## src/rtl/i2c_bus_arbiter_pkg.sv

```systemverilog
//------------------------------------------------------------------------------
// i2c_arb_pkg
// Shared state encodings, watchdog default and requester indices.
// Revision: 1.0
//------------------------------------------------------------------------------
`default_nettype none

package i2c_arb_pkg;

    typedef enum logic [1:0] {
        IDLE   = 2'd0,
        LAUNCH = 2'd1,
        WAIT   = 2'd2,
        FINISH = 2'd3
    } arb_state_t;

    localparam logic [19:0] TIMEOUT_DEFAULT = 20'd500000;

    localparam logic REQ0 = 1'b0;
    localparam logic REQ1 = 1'b1;

endpackage

`default_nettype wire

```

## src/rtl/i2c_bus_arbiter_if.sv

```systemverilog
//------------------------------------------------------------------------------
// i2c_bus_arbiter_if
// Requester handshakes plus the I2C module control/data lines.
// Revision: 1.0
//------------------------------------------------------------------------------
`default_nettype none

interface i2c_bus_arbiter_if;
    logic       Req0;
    logic       Req1;
    logic [7:0] Data0;
    logic [7:0] Data1;
    logic       Grant0;
    logic       Grant1;
    logic       Done0;
    logic       Done1;
    logic [7:0] RdData;
    logic       Error;
    logic       I2CEN;
    logic [7:0] I2CData;
    logic       I2CBusy;
    logic [7:0] I2CRdData;

    modport master (
        input  Req0, Req1, Data0, Data1, I2CBusy, I2CRdData,
        output Grant0, Grant1, Done0, Done1, RdData, Error, I2CEN, I2CData
    );

    modport slave (
        output Req0, Req1, Data0, Data1, I2CBusy, I2CRdData,
        input  Grant0, Grant1, Done0, Done1, RdData, Error, I2CEN, I2CData
    );
endinterface

`default_nettype wire

```

## src/rtl/i2c_bus_arbiter_rr_pick.sv

```systemverilog
//------------------------------------------------------------------------------
// i2c_rr_pick
// Combinational two-way round-robin winner select.
// Revision: 1.0
//------------------------------------------------------------------------------
`default_nettype none

module i2c_rr_pick
    import i2c_arb_pkg::*;
(
    input  wire logic i_req0,
    input  wire logic i_req1,
    input  wire logic i_last,
    output logic      o_valid,
    output logic      o_idx
);

    always_comb begin
        o_valid = i_req0 | i_req1;
        o_idx   = REQ0;
        // On a tie the requester that did not own the bus last time wins
        if (i_req0 && i_req1) begin
            o_idx = ~i_last;
        end else if (i_req1) begin
            o_idx = REQ1;
        end
    end

endmodule

`default_nettype wire

```

## src/rtl/i2c_bus_arbiter.sv

```systemverilog
//------------------------------------------------------------------------------
// i2c_bus_arbiter
// Round-robin arbiter and transaction sequencer with watchdog for an I2C module.
// Revision: 1.0
//------------------------------------------------------------------------------
`default_nettype none

module i2c_bus_arbiter
    import i2c_arb_pkg::*;
#(
    parameter int unsigned     TW      = 20,
    parameter logic [TW-1:0]   TIMEOUT = TW'(TIMEOUT_DEFAULT)
)(
    input  wire logic          CLK,
    input  wire logic          RESET,
    i2c_bus_arbiter_if.master  bus
);

    localparam logic [TW-1:0] c_wd_one = {{(TW-1){1'b0}}, 1'b1};

    arb_state_t    r_state;
    logic          r_last;
    logic          r_owner;
    logic          r_abort;
    logic [TW-1:0] r_wd;
    logic          r_grant0;
    logic          r_grant1;
    logic          r_done0;
    logic          r_done1;
    logic          r_error;
    logic          r_i2c_en;
    logic [7:0]    r_i2c_data;
    logic [7:0]    r_rd_data;

    logic          w_pick_valid;
    logic          w_pick_idx;
    logic [TW-1:0] w_wd_next;
    logic          w_wd_hit;

    i2c_rr_pick u_pick (
        .i_req0  (bus.Req0),
        .i_req1  (bus.Req1),
        .i_last  (r_last),
        .o_valid (w_pick_valid),
        .o_idx   (w_pick_idx)
    );

    // Hit is judged on the post-increment value so FINISH is entered TIMEOUT cycles after launch
    assign w_wd_next = (r_wd == TIMEOUT) ? r_wd : r_wd + c_wd_one;
    assign w_wd_hit  = (w_wd_next == TIMEOUT);

    always_ff @(posedge CLK or posedge RESET) begin
        if (RESET) begin
            r_state    <= IDLE;
            r_last     <= REQ1;
            r_owner    <= REQ0;
            r_abort    <= 1'b0;
            r_wd       <= '0;
            r_grant0   <= 1'b0;
            r_grant1   <= 1'b0;
            r_done0    <= 1'b0;
            r_done1    <= 1'b0;
            r_error    <= 1'b0;
            r_i2c_en   <= 1'b0;
            r_i2c_data <= 8'h00;
            r_rd_data  <= 8'h00;
        end else begin
            r_done0 <= 1'b0;
            r_done1 <= 1'b0;
            r_error <= 1'b0;
            case (r_state)
                IDLE: begin
                    r_wd <= '0;
                    if (w_pick_valid) begin
                        r_owner    <= w_pick_idx;
                        r_grant0   <= (w_pick_idx == REQ0);
                        r_grant1   <= (w_pick_idx == REQ1);
                        r_i2c_data <= (w_pick_idx == REQ1) ? bus.Data1 : bus.Data0;
                        r_i2c_en   <= 1'b1;
                        r_state    <= LAUNCH;
                    end
                end
                LAUNCH: begin
                    r_wd <= w_wd_next;
                    if (bus.I2CBusy) begin
                        r_i2c_en <= 1'b0;
                        r_state  <= WAIT;
                    end else if (w_wd_hit) begin
                        r_i2c_en  <= 1'b0;
                        r_abort   <= 1'b1;
                        r_rd_data <= 8'h00;
                        r_state   <= FINISH;
                    end
                end
                WAIT: begin
                    r_wd <= w_wd_next;
                    if (!bus.I2CBusy) begin
                        r_rd_data <= bus.I2CRdData;
                        r_state   <= FINISH;
                    end else if (w_wd_hit) begin
                        r_abort   <= 1'b1;
                        r_rd_data <= 8'h00;
                        r_state   <= FINISH;
                    end
                end
                FINISH: begin
                    r_done0  <= (r_owner == REQ0);
                    r_done1  <= (r_owner == REQ1);
                    r_error  <= r_abort;
                    r_last   <= r_owner;
                    r_grant0 <= 1'b0;
                    r_grant1 <= 1'b0;
                    r_abort  <= 1'b0;
                    r_state  <= IDLE;
                end
                default: r_state <= IDLE;
            endcase
        end
    end

    assign bus.Grant0  = r_grant0;
    assign bus.Grant1  = r_grant1;
    assign bus.Done0   = r_done0;
    assign bus.Done1   = r_done1;
    assign bus.Error   = r_error;
    assign bus.I2CEN   = r_i2c_en;
    assign bus.I2CData = r_i2c_data;
    assign bus.RdData  = r_rd_data;

endmodule

`default_nettype wire

```

## src/flat_wrapper.sv

```systemverilog
// flat-port wrapper written by rule: the top's interface ports become plain ports
module i2c_bus_arbiter_flat import i2c_arb_pkg::*;
#(
    parameter int unsigned     TW      = 20,
    parameter logic [TW-1:0]   TIMEOUT = TW'(TIMEOUT_DEFAULT)
)
  (CLK, RESET, bus_Req0, bus_Req1, bus_Data0, bus_Data1, bus_I2CBusy, bus_I2CRdData, bus_Grant0, bus_Grant1, bus_Done0, bus_Done1, bus_RdData, bus_Error, bus_I2CEN, bus_I2CData);
  i2c_bus_arbiter_if bus_i ();
  input  wire logic CLK;
  input  wire logic RESET;
  input wire logic [$bits(bus_i.Req0)-1:0] bus_Req0;
  input wire logic [$bits(bus_i.Req1)-1:0] bus_Req1;
  input wire logic [$bits(bus_i.Data0)-1:0] bus_Data0;
  input wire logic [$bits(bus_i.Data1)-1:0] bus_Data1;
  input wire logic [$bits(bus_i.I2CBusy)-1:0] bus_I2CBusy;
  input wire logic [$bits(bus_i.I2CRdData)-1:0] bus_I2CRdData;
  output wire logic [$bits(bus_i.Grant0)-1:0] bus_Grant0;
  output wire logic [$bits(bus_i.Grant1)-1:0] bus_Grant1;
  output wire logic [$bits(bus_i.Done0)-1:0] bus_Done0;
  output wire logic [$bits(bus_i.Done1)-1:0] bus_Done1;
  output wire logic [$bits(bus_i.RdData)-1:0] bus_RdData;
  output wire logic [$bits(bus_i.Error)-1:0] bus_Error;
  output wire logic [$bits(bus_i.I2CEN)-1:0] bus_I2CEN;
  output wire logic [$bits(bus_i.I2CData)-1:0] bus_I2CData;
  assign bus_i.Req0 = bus_Req0;
  assign bus_i.Req1 = bus_Req1;
  assign bus_i.Data0 = bus_Data0;
  assign bus_i.Data1 = bus_Data1;
  assign bus_i.I2CBusy = bus_I2CBusy;
  assign bus_i.I2CRdData = bus_I2CRdData;
  assign bus_Grant0 = bus_i.Grant0;
  assign bus_Grant1 = bus_i.Grant1;
  assign bus_Done0 = bus_i.Done0;
  assign bus_Done1 = bus_i.Done1;
  assign bus_RdData = bus_i.RdData;
  assign bus_Error = bus_i.Error;
  assign bus_I2CEN = bus_i.I2CEN;
  assign bus_I2CData = bus_i.I2CData;
  i2c_bus_arbiter #(.TW(TW), .TIMEOUT(TIMEOUT)) u_core (.CLK(CLK), .RESET(RESET), .bus(bus_i));
endmodule
```

## config.mk

```make
export PLATFORM = sky130hd
export DESIGN_NAME = i2c_bus_arbiter_flat
export DESIGN_NICKNAME = d
export VERILOG_FILES = /design/src/rtl/i2c_bus_arbiter_pkg.sv /design/src/rtl/i2c_bus_arbiter_if.sv /design/src/rtl/i2c_bus_arbiter_rr_pick.sv /design/src/rtl/i2c_bus_arbiter.sv /design/src/flat_wrapper.sv
export SDC_FILE = /design/constraint.sdc
export NUM_CORES = 1
export LEC_CHECK = 0
export BUFFER_PORTS_ARGS = -buffer_cell sky130_fd_sc_hd__buf_4
export CORE_AREA = 3 3 73 89
export DETAILED_ROUTE_END_ITERATION = 16
export DIE_AREA = 0 0 76 92
export GPL_ROUTABILITY_DRIVEN = 0
export PLACE_DENSITY = 0.72
export SETUP_SLACK_MARGIN = 0.5
export SYNTH_ARGS = -nofsm -noshare
export SYNTH_HDL_FRONTEND = slang
export SYNTH_SLANG_ARGS = --single-unit
```

## constraint.sdc

```tcl
create_clock -name CLK -period 5.7 [get_ports CLK]
set_input_delay 0.855 -clock CLK [delete_from_list [all_inputs] [get_ports CLK]]
set_output_delay 0.855 -clock CLK [all_outputs]
set_load 0.05 [all_outputs]
```

==> metrics, run 1 <==
status=finished clean; Fmax achieved=0.352 GHz; Worst Tran Pin Value=1.11 ns; Leak=1.47 nW; top cells by count, synth=52 x nand2_1, 46 x dfrtp_1, 27 x o21ai_0; slowest CP cell=or4_4; post_cts resized=0; die height=92 um; Row Count=30; Layout Utilization=58.2%; WL/cell=14.2 um; Top Ports=between 50 and 60; worst-skew pair later-pin latency=0.31 ns; R2R depth=7; CP peak stage delay=roughly 0.57 ns; Initial DRT Pass Iterations=4; first-pass GRT wire length=between 10000 and 15000 um; Hold Buf Count CTS=0; Setup Skew=~0.011 ns; die area=0.00699 sq mm; number of setup buffers added after CTS=0; Tmin final=~2.8 ns; Max VDD drop=204 uV; Final Max Tran Viols=0; EDFF count, synth=0; post-synthesis cell count=321; Seq cells post-synth=47; Worst Path Arrival=3.02 ns; sequential cell area fraction in the yosys report=41.9%; syn avg cell area=8.75 sq um; DIE WIDTH=76 um; CORE AREA=0.00567 sq mm; setup repair after global routing missed its margin=no; Hold WS=0.438 ns; total grt overflow=0; Detailed Route WL=6260 um; Hold/Removal Path Class=reg -> reg; Register Area=0.00118 sq mm; layout cells sized above 1=roughly a fifth; area delta synth->final=17.4%; Post-synth ARST share=100%; post-layout net count=a little under 400; largest net degree at the start of global routing=48; root buf cell=clkbuf_8; final setup violation count=0; Final ANT Viol Nets=0; Port Buffers=50; Max-cap violations=0; clock-pin transition on the worst setup and hold timing paths=0.10 ns; Synth area leader=dfrtp_1; TritonCTS sink count=47; critical path capture point type=flop; Place WS=~2.9 ns; drt drc=0; Post-DP HPWL=approximately 4400 um; crit path max fanout=8; Max clock buf depth=2; crit share post-route=49.8%; top cell type's share of synthesized area=41.0%; DR iter-0 viols=131; final worst slack=around 2.9 ns; Fillers=between 500 and 600; vias per cell=5.51; Req. time, crit path=just under 6 ns; starting density of the core=49.5%; post-synthesis net count=359; post-route cell area=~0.0033 sq mm; H-tree Lvls=2; Hold Vio Cnt, Final=0; CP Class=reg -> reg; vias post-DR=around 2400; Inserted Diodes=0; top post-synthesis cells by area=dfrtp_1 41%, nand2_1 7.0%, mux2i_1 5.3%; GRT Total Usage=19.1%; CTS tree=yes; most common flop cell mapped by yosys=dfrtp_1; number of global-route vias before repair=2342; worst path cell trace=nand4_2, nor4_1, xnor2_1, o211ai_1, or4_4, nor4_4, o21ai_1; Cell Area, Synth=0.00281 sq mm; Final TNS setup=0 ns; pwr dens=467 mW/mm^2; multi-input logic area=0.00151 sq mm; Yosys warning total=0; Max transition margin=26.0%; Yosys cell types=between 50 and 60; initial antenna violation count=0; total CTS buffers=5; Hold Crit Depth=1; Placed Area=between 0.003 and 0.004 sq mm; crit path launch type=flop; cell with the most instances after synthesis=nand2_1
state kept, by name, summed over array words and instances, names as in the netlist:
name,count
u_core.bus.Grant1,1
u_core.bus.I2CEN,1
u_core.bus.Done1,1
u_core.r_wd,20
u_core.bus.RdData,8
u_core.bus.Grant0,1
u_core.r_last,1
u_core.bus.Done0,1
u_core.r_state,2
u_core.r_abort,1
u_core.r_owner,1
u_core.bus.I2CData,8
u_core.bus.Error,1
layout make-up:
class,instances,area share (%)
Tap cell,80,3.04
Clock buffer,5,2.09
Timing Repair Buffer,50,11.4
Inverter,13,1.48
Clock inverter,3,0.607
Multi-Input combinational cell,242,45.7
Sequential cell,47,35.7
routing by layer:
metal,global-route usage (%),vias to the layer above,routed length [um]
li1,-,1208,-
met1,23.8,1131,2790
met2,32.2,73,3010
met3,4.81,12,368
met4,6.80,0,100
met5,0,-,0
through the flow:
step | power (mW) | instances
after floorplan | 1.11 | 321
after global placement | 1.33 | 432
after detailed placement | 1.34 | 432
after CTS | 1.55 | 440
after global routing | 1.66 | 440
final | 1.54 | 440
cell families after synthesis:
group           synth area share, %
mux                            5.35
simple gates                   23.7
buf+inv                        4.41
compound gates                 18.4
xor+xnor                       2.18
fa+ha+maj                      4.01
flops                          41.9
worst max-delay path: cells and delay by family (launching register included):
family | cells | cell delay (ns)
xor+xnor | 1 | 0.18
compound gates | 2 | 0.25
simple gates | 4 | 1.79
flops | 1 | 0.48
placed cells by master (no fill, tap or decap), types with 4 or more instances in the layout:
cell	n
a31oi_1	5
nor3_1	9
dfrtp_1	46
nor2_1	22
nand3_1	7
mux2i_1	15
o21ai_1	9
a21o_1	5
nand2b_1	4
nand4_1	7
or3_1	6
nand2_1	52
o31ai_1	9
a22o_1	4
o21ai_0	27
a21oi_1	7
clkbuf_8	5
buf_4	50
ha_1	9
xnor2_1	4
inv_1	12
worst paths after layout:
path                                         to      startpoint  slack (ns)
setup / recovery           u_core.bus.RdData[7]  u_core.r_wd[7]        2.86
hold / removal                 u_core.bus.Done0  u_core.r_owner        0.44
setup reg to reg           u_core.bus.RdData[7]  u_core.r_wd[7]        2.86
hold reg to reg                u_core.bus.Done0  u_core.r_owner        0.44
max in group asynchronous        u_core.r_abort           RESET        4.33
min in group asynchronous       u_core.r_wd[12]           RESET        0.77
report_power, final:
| part | switching (mW) | internal (mW) |
|---|---|---|
| sequential | 0.0650 | 0.425 |
| combinational | 0.568 | 0.275 |
| clock | 0.122 | 0.0856 |
No activity file was read; power rests on OpenSTA's default activity.
==> run 2: changes to the inputs <==
- clock period: 5.7 -> 2.8 ns (I/O delays scaled with it)
==> run 2 against run 1 <==
Against the previous run:
- power rose by 130%
- die area did not move
- critical path depth rose by 2
- sequential power rose by 110%
- clock power rose to 2.9 times the previous value
- setup slack got worse by 2.5 ns
- maximum frequency rose by 18%
- design area rose by 16%
- sequential share of layout area fell by 4.4 points
- count of clock-buffer cells in the layout rose by 1
- combinational power rose by 140%
- register-to-register slack got worse by 2.5 ns
- largest cell class unchanged
==> metrics, run 2 (synthesis results as in run 1) <==
Port Buffers=50 (unchanged); WL/cell=16.1 um (+13%); area delta synth->final=35.8%; critical path capture point type=flop; vias post-DR=2730 (+13%); reg2reg setup slack=0.39 ns (-2.47 ns); vias per cell=5.72 (+3.9%); clock-pin transition on the worst setup and hold timing paths=0.09 ns (about the same); post-layout net count=434 (+9.3%); Req. time, crit path=3.00 ns (-2.88 ns); crit path launch type=flop; largest net degree at the start of global routing=48 (unchanged); commonest non-fill, non-tap cell in the layout=buf_4; CP peak stage delay=0.59 ns (+0.02 ns); layout cells sized above 1=35.0% (+16 points); Max transition margin=30.2% (+4.2 points); slowest CP cell=or4_4; CP Class=reg -> reg; Worst Tran Pin Value=1.04 ns (-0.0676 ns); Inserted Diodes=0 (unchanged); pwr dens=944 mW/mm^2 (+100%); first-pass GRT wire length=12800 um (+15%); die height=92 um (unchanged); final setup violation count=0 (unchanged); Reg with most FFs=u_core.r_wd; Buffers & Inverters on Critical Path=2 (+2); Hold/Removal Path Class=in -> reg; most frequent CP cell=buf_6; most frequent cells in the layout=82 x buf_4, 51 x nand2_1, 33 x dfrtp_1; Row Count=30 (unchanged); number of global-route vias before repair=2728 (+16%); crit path max fanout=8 (unchanged); Leak=1.75 nW (+20%); root buf cell=clkbuf_8; Max VDD drop=418 uV (+100%); Final ANT Viol Nets=0 (unchanged); total power=3.60 mW (+130%); Final TNS setup=0 ns (unchanged); CORE AREA=0.00567 sq mm (unchanged); Max clock buf depth=2 (unchanged); Fmax achieved=0.415 GHz (+18%); total CTS buffers=5 (unchanged); worst-skew pair later-pin latency=0.31 ns (about the same); delay-heaviest family, CP=simple AND/OR/NAND/NOR gates; Top Ports=51 (unchanged); DIE WIDTH=76 um (unchanged); TritonCTS sink count=47 (unchanged); starting density of the core=49.5% (unchanged); Tmin final=2.41 ns (-0.427 ns); GRT Total Usage=22.3% (+3.2 points); status=finished clean; initial antenna violation count=0 (unchanged); Detailed Route WL=7660 um (+22%); Max-cap violations=0 (unchanged); CTS tree=yes; Initial DRT Pass Iterations=4 (unchanged); Setup Skew=0.00748 ns (-0.00347 ns); Final Max Tran Viols=0 (unchanged); worst path cell trace=ha_4, nand4_1, buf_6, nor3_4, a31oi_1, or4_4, nor4_4, buf_6, o21ai_1; setup repair after global routing missed its margin=yes; crit share post-route=86.1% (+36 points); Worst Path Arrival=2.61 ns (-0.41 ns); drt drc=0 (unchanged); Post-DP HPWL=4760 um (+7.5%); Fillers=453 (-13%); Hold Vio Cnt, Final=0 (unchanged); die area=0.00699 sq mm (unchanged); DR iter-0 viols=131 (unchanged); H-tree Lvls=2 (unchanged); total grt overflow=0 (unchanged); Largest register FFs=20 (unchanged)
==> run 2: changes by cell type in the layout (fill, tap and decap cells not counted), sizes merged <==
cell,delta
buf,+37
bufinv,+2
clkbuf,+1
clkinv,-1
clkinvlp,-1
inv,-1
==> run 2: timing repair <==
action | in CTS | in global routing
gates resized for setup | 41 | 7
gates cloned | 0 | 0
hold buffers | 0 | 0
setup buffers | 31 | 2
pin swaps | 24 | 4
endpoints found under the setup margin | 12 | 16
==> run 2: metrics by stage <==
step	instance area, sq um	worst slack (ns)	utilization, %	cells	hold WS (ns)
after floorplan	2830	0.501	-	321	0.418
after global placement	3260	0.114	57.4	436	0.453
after detailed placement	3260	0.0696	57.4	436	0.445
after CTS	3770	0.467	66.5	475	0.317
after global routing	3810	0.305	67.3	477	0.316
final	3810	0.388	67.3	477	0.312
==> run 2: final timing paths <==
kind,startpoint,end,depth (start not counted)
min,bus_I2CRdData[2],u_core.bus.RdData[2],3
min in group asynchronous,RESET,u_core.r_wd[3],2
max,u_core.r_wd[0],u_core.bus.RdData[1],9
max in group asynchronous,RESET,u_core.r_wd[10],2
min reg2reg,u_core.r_owner,u_core.bus.Done0,1
max reg2reg,u_core.r_wd[0],u_core.bus.RdData[1],9
==> run 2: cell type report <==
class	count	area, sq um	area share [%]
repair buffers	87	672	17.6
flip-flops and latches	47	1190	31.3
inverters	13	52.6	1.38
clock inverters	2	60.1	1.57
multi-input cells	242	1660	43.6
clock buffers	6	72.6	1.90
well taps	80	100	2.62
==> run 2: metal layers <==
metal  GRT usage [%]  vias up  share of wire [%]
met2            39.3      127                 50
li1                -     1290                  -
met4            10.9        0                3.4
met3            5.80       23                7.3
met1            24.8     1290                 39
met5               0        -                  0
==> run 2: worst min-delay path, stage by stage <==
cell,delay (ns)
buf_4,0.07
nand2_1,0.05
o21ai_2,0.04
==> run 2: report_power, final <==
group          internal [mW]  switching [mW]
combinational          0.720            1.27
sequential             0.869           0.142
clock                  0.357           0.236
==> run 3: changes to the inputs <==
- MAX_ROUTING_LAYER: not set -> met4
==> run 3 against run 2 <==
Against the previous run:
- critical path depth did not move
- sequential share of layout area did not move
- utilization did not move
- critical endpoint unchanged
- final cell count did not move
- die area did not move
- first-iteration DRC count rose by 3.8%
- hold slack got worse by 0.0027 ns
- design area did not move
- routed wire length rose by 0.44%
==> metrics, run 3 (synthesis results as in run 1) <==
first-pass GRT wire length=12800 um (+0.11%); Hold Buf Count CTS=0 (unchanged); final setup violation count=0 (unchanged); crit share post-route=85.8% (-0.36 points); commonest non-fill, non-tap cell in the layout=buf_4; drt drc=0 (unchanged); worst path cell trace=ha_4, nand4_1, buf_6, nor3_4, a31oi_1, or4_4, nor4_4, buf_6, o21ai_1; total CTS buffers=5 (unchanged); global routing's busiest layer=met2; Detailed Route WL=7690 um (+0.44%); status=finished clean; starting density of the core=49.5% (unchanged); final worst slack=0.398 ns (+0.0100 ns); Max-cap violations=0 (unchanged); Register Area=0.00119 sq mm (unchanged); Req. time, crit path=3.00 ns (about the same); CP Class=reg -> reg; number of global-route vias before repair=2730 (+0.073%); setup repair after global routing missed its margin=yes; layout cells sized above 1=35.0% (unchanged); GRT Total Usage=22.8% (+0.56 points); crit path max fanout=8 (unchanged); WL/cell=16.1 um (+0.44%); CORE AREA=0.00567 sq mm (unchanged); M2 GR Usage=39.4% (+0.074 points); Max transition margin=30.9% (+0.74 points); initial antenna violation count=0 (unchanged); Final ANT Viol Nets=0 (unchanged); met3 usage=5.50% (-0.29 points); Setup Skew=0.00436 ns (-0.00312 ns); Layout Utilization=67.3% (unchanged); clock-pin transition on the worst setup and hold timing paths=0.09 ns (about the same); critical path capture point type=flop; Fmax achieved=0.416 GHz (+0.42%); Top Ports=51 (unchanged); delay-heaviest family, CP=simple AND/OR/NAND/NOR gates; Hold Crit Depth=3 (unchanged); most frequent CP cell=buf_6; Tmin final=2.40 ns (-0.0100 ns); slowest CP cell=or4_4; reg-to-reg endpoint=u_core.bus.RdData[1]; launching point of the worst reg2reg path=u_core.r_wd[0]; crit path launch type=flop; post-layout net count=434 (unchanged); die area=0.00699 sq mm (unchanged); Largest register FFs=20 (unchanged); R2R depth=9 (unchanged); Buffers & Inverters on Critical Path=2 (unchanged); root buf cell=clkbuf_8; Reg with most FFs=u_core.r_wd; total grt overflow=0 (unchanged); Leak=1.75 nW (unchanged); min-delay src=bus_I2CRdData[2]; H-tree Lvls=2 (unchanged); Worst Tran Pin Value=1.03 ns (-0.0110 ns); vias per cell=5.75 (+0.51%); reg2reg setup slack=0.40 ns (about the same); Row Count=30 (unchanged); Fillers=453 (unchanged); Max VDD drop=417 uV (about the same); Worst Path Arrival=2.60 ns (about the same); Initial DRT Pass Iterations=5 (+1); DIE WIDTH=76 um (unchanged); Final TNS setup=0 ns (unchanged); Hold/Removal Path Class=in -> reg; CTS tree=yes; CP peak stage delay=0.59 ns (about the same); Hold EP=u_core.bus.RdData[2]; Inserted Diodes=0 (unchanged); most frequent cells in the layout=82 x buf_4, 51 x nand2_1, 33 x dfrtp_1; area delta synth->final=35.8% (unchanged); DR iter-0 viols=136 (+3.8%); worst-skew pair later-pin latency=0.31 ns (about the same); Hold WS=0.309 ns (-0.00272 ns); GR Util met1=24.7% (-0.063 points); pwr dens=945 mW/mm^2 (about the same); Hold Vio Cnt, Final=0 (unchanged); Max clock buf depth=2 (unchanged); Port Buffers=50 (unchanged); Post-DP HPWL=4760 um (unchanged); Final Max Tran Viols=0 (unchanged); vias post-DR=2744 (+0.51%); largest net degree at the start of global routing=48 (unchanged); TritonCTS sink count=47 (unchanged); die height=92 um (unchanged); Place WS=0.0696 ns (unchanged); multi-input logic area=0.00166 sq mm (unchanged)
## run 3: cell counts in the layout (fill, tap and decap cells not counted)
No cell type changed its count.
## run 3: per-layer routing
layer | share of wire, % | vias to the layer above
li1 | - | 1292
met1 | 39 | 1299
met2 | 50 | 127
met3 | 7.2 | 26
met4 | 3.2 | 0
met5 | 0 | -
## run 3: through the flow
step | total power, mW | instance area [sq um] | instances
after detailed placement | 2.79 | 3260 | 436
after global placement | 2.75 | 3260 | 436
final | 3.60 | 3810 | 477
after CTS | 3.51 | 3770 | 475
after floorplan | 2.27 | 2830 | 321
after global routing | 3.82 | 3810 | 477
## run 3: final cells by class
| type | instances | area share [%] |
|---|---|---|
| Multi-Input combinational cell | 242 | 43.6 |
| Clock inverter | 2 | 1.57 |
| Inverter | 13 | 1.38 |
| Sequential cell | 47 | 31.3 |
| Timing Repair Buffer | 87 | 17.6 |
| Tap cell | 80 | 2.62 |
| Clock buffer | 6 | 1.90 |
## run 3: worst max-delay path by stage
stage / from / endpoint / slack, ns / cells after the start
3_3_place_gp: u_core.r_wd[0] / u_core.bus.RdData[2] / 0.11 / 9
5_1_grt: u_core.r_wd[0] / u_core.bus.RdData[0] / 0.30 / 9
2_1_floorplan: u_core.r_wd[9] / u_core.r_state[0] / 0.50 / 8
6_report: u_core.r_wd[0] / u_core.bus.RdData[1] / 0.40 / 9
3_5_place_dp: u_core.r_wd[0] / u_core.bus.RdData[3] / 0.07 / 9
4_1_cts: u_core.r_wd[0] / u_core.bus.RdData[3] / 0.47 / 10
## run 3: what timing repair did
action / 4_1_cts / 5_1_grt
setup buffers: 31 / 2
pin swaps: 24 / 4
endpoints found under the setup margin: 12 / 16
hold endpoints to repair: 0 / 0
gates resized for setup: 41 / 7
## run 3: tightest hold or removal path: stages
cell	delay [ns]
buf_4	0.07
nand2_1	0.05
o21ai_2	0.04
## run 3: power by group
part | leakage (nW) | switching (mW) | total [mW] | internal (mW)
Combinational | 1.09 | 1.27 | 1.99 | 0.720
Clock | 0.0654 | 0.239 | 0.596 | 0.357
Sequential | 0.594 | 0.143 | 1.01 | 0.869
Total | 1.75 | 1.66 | 3.60 | 1.95
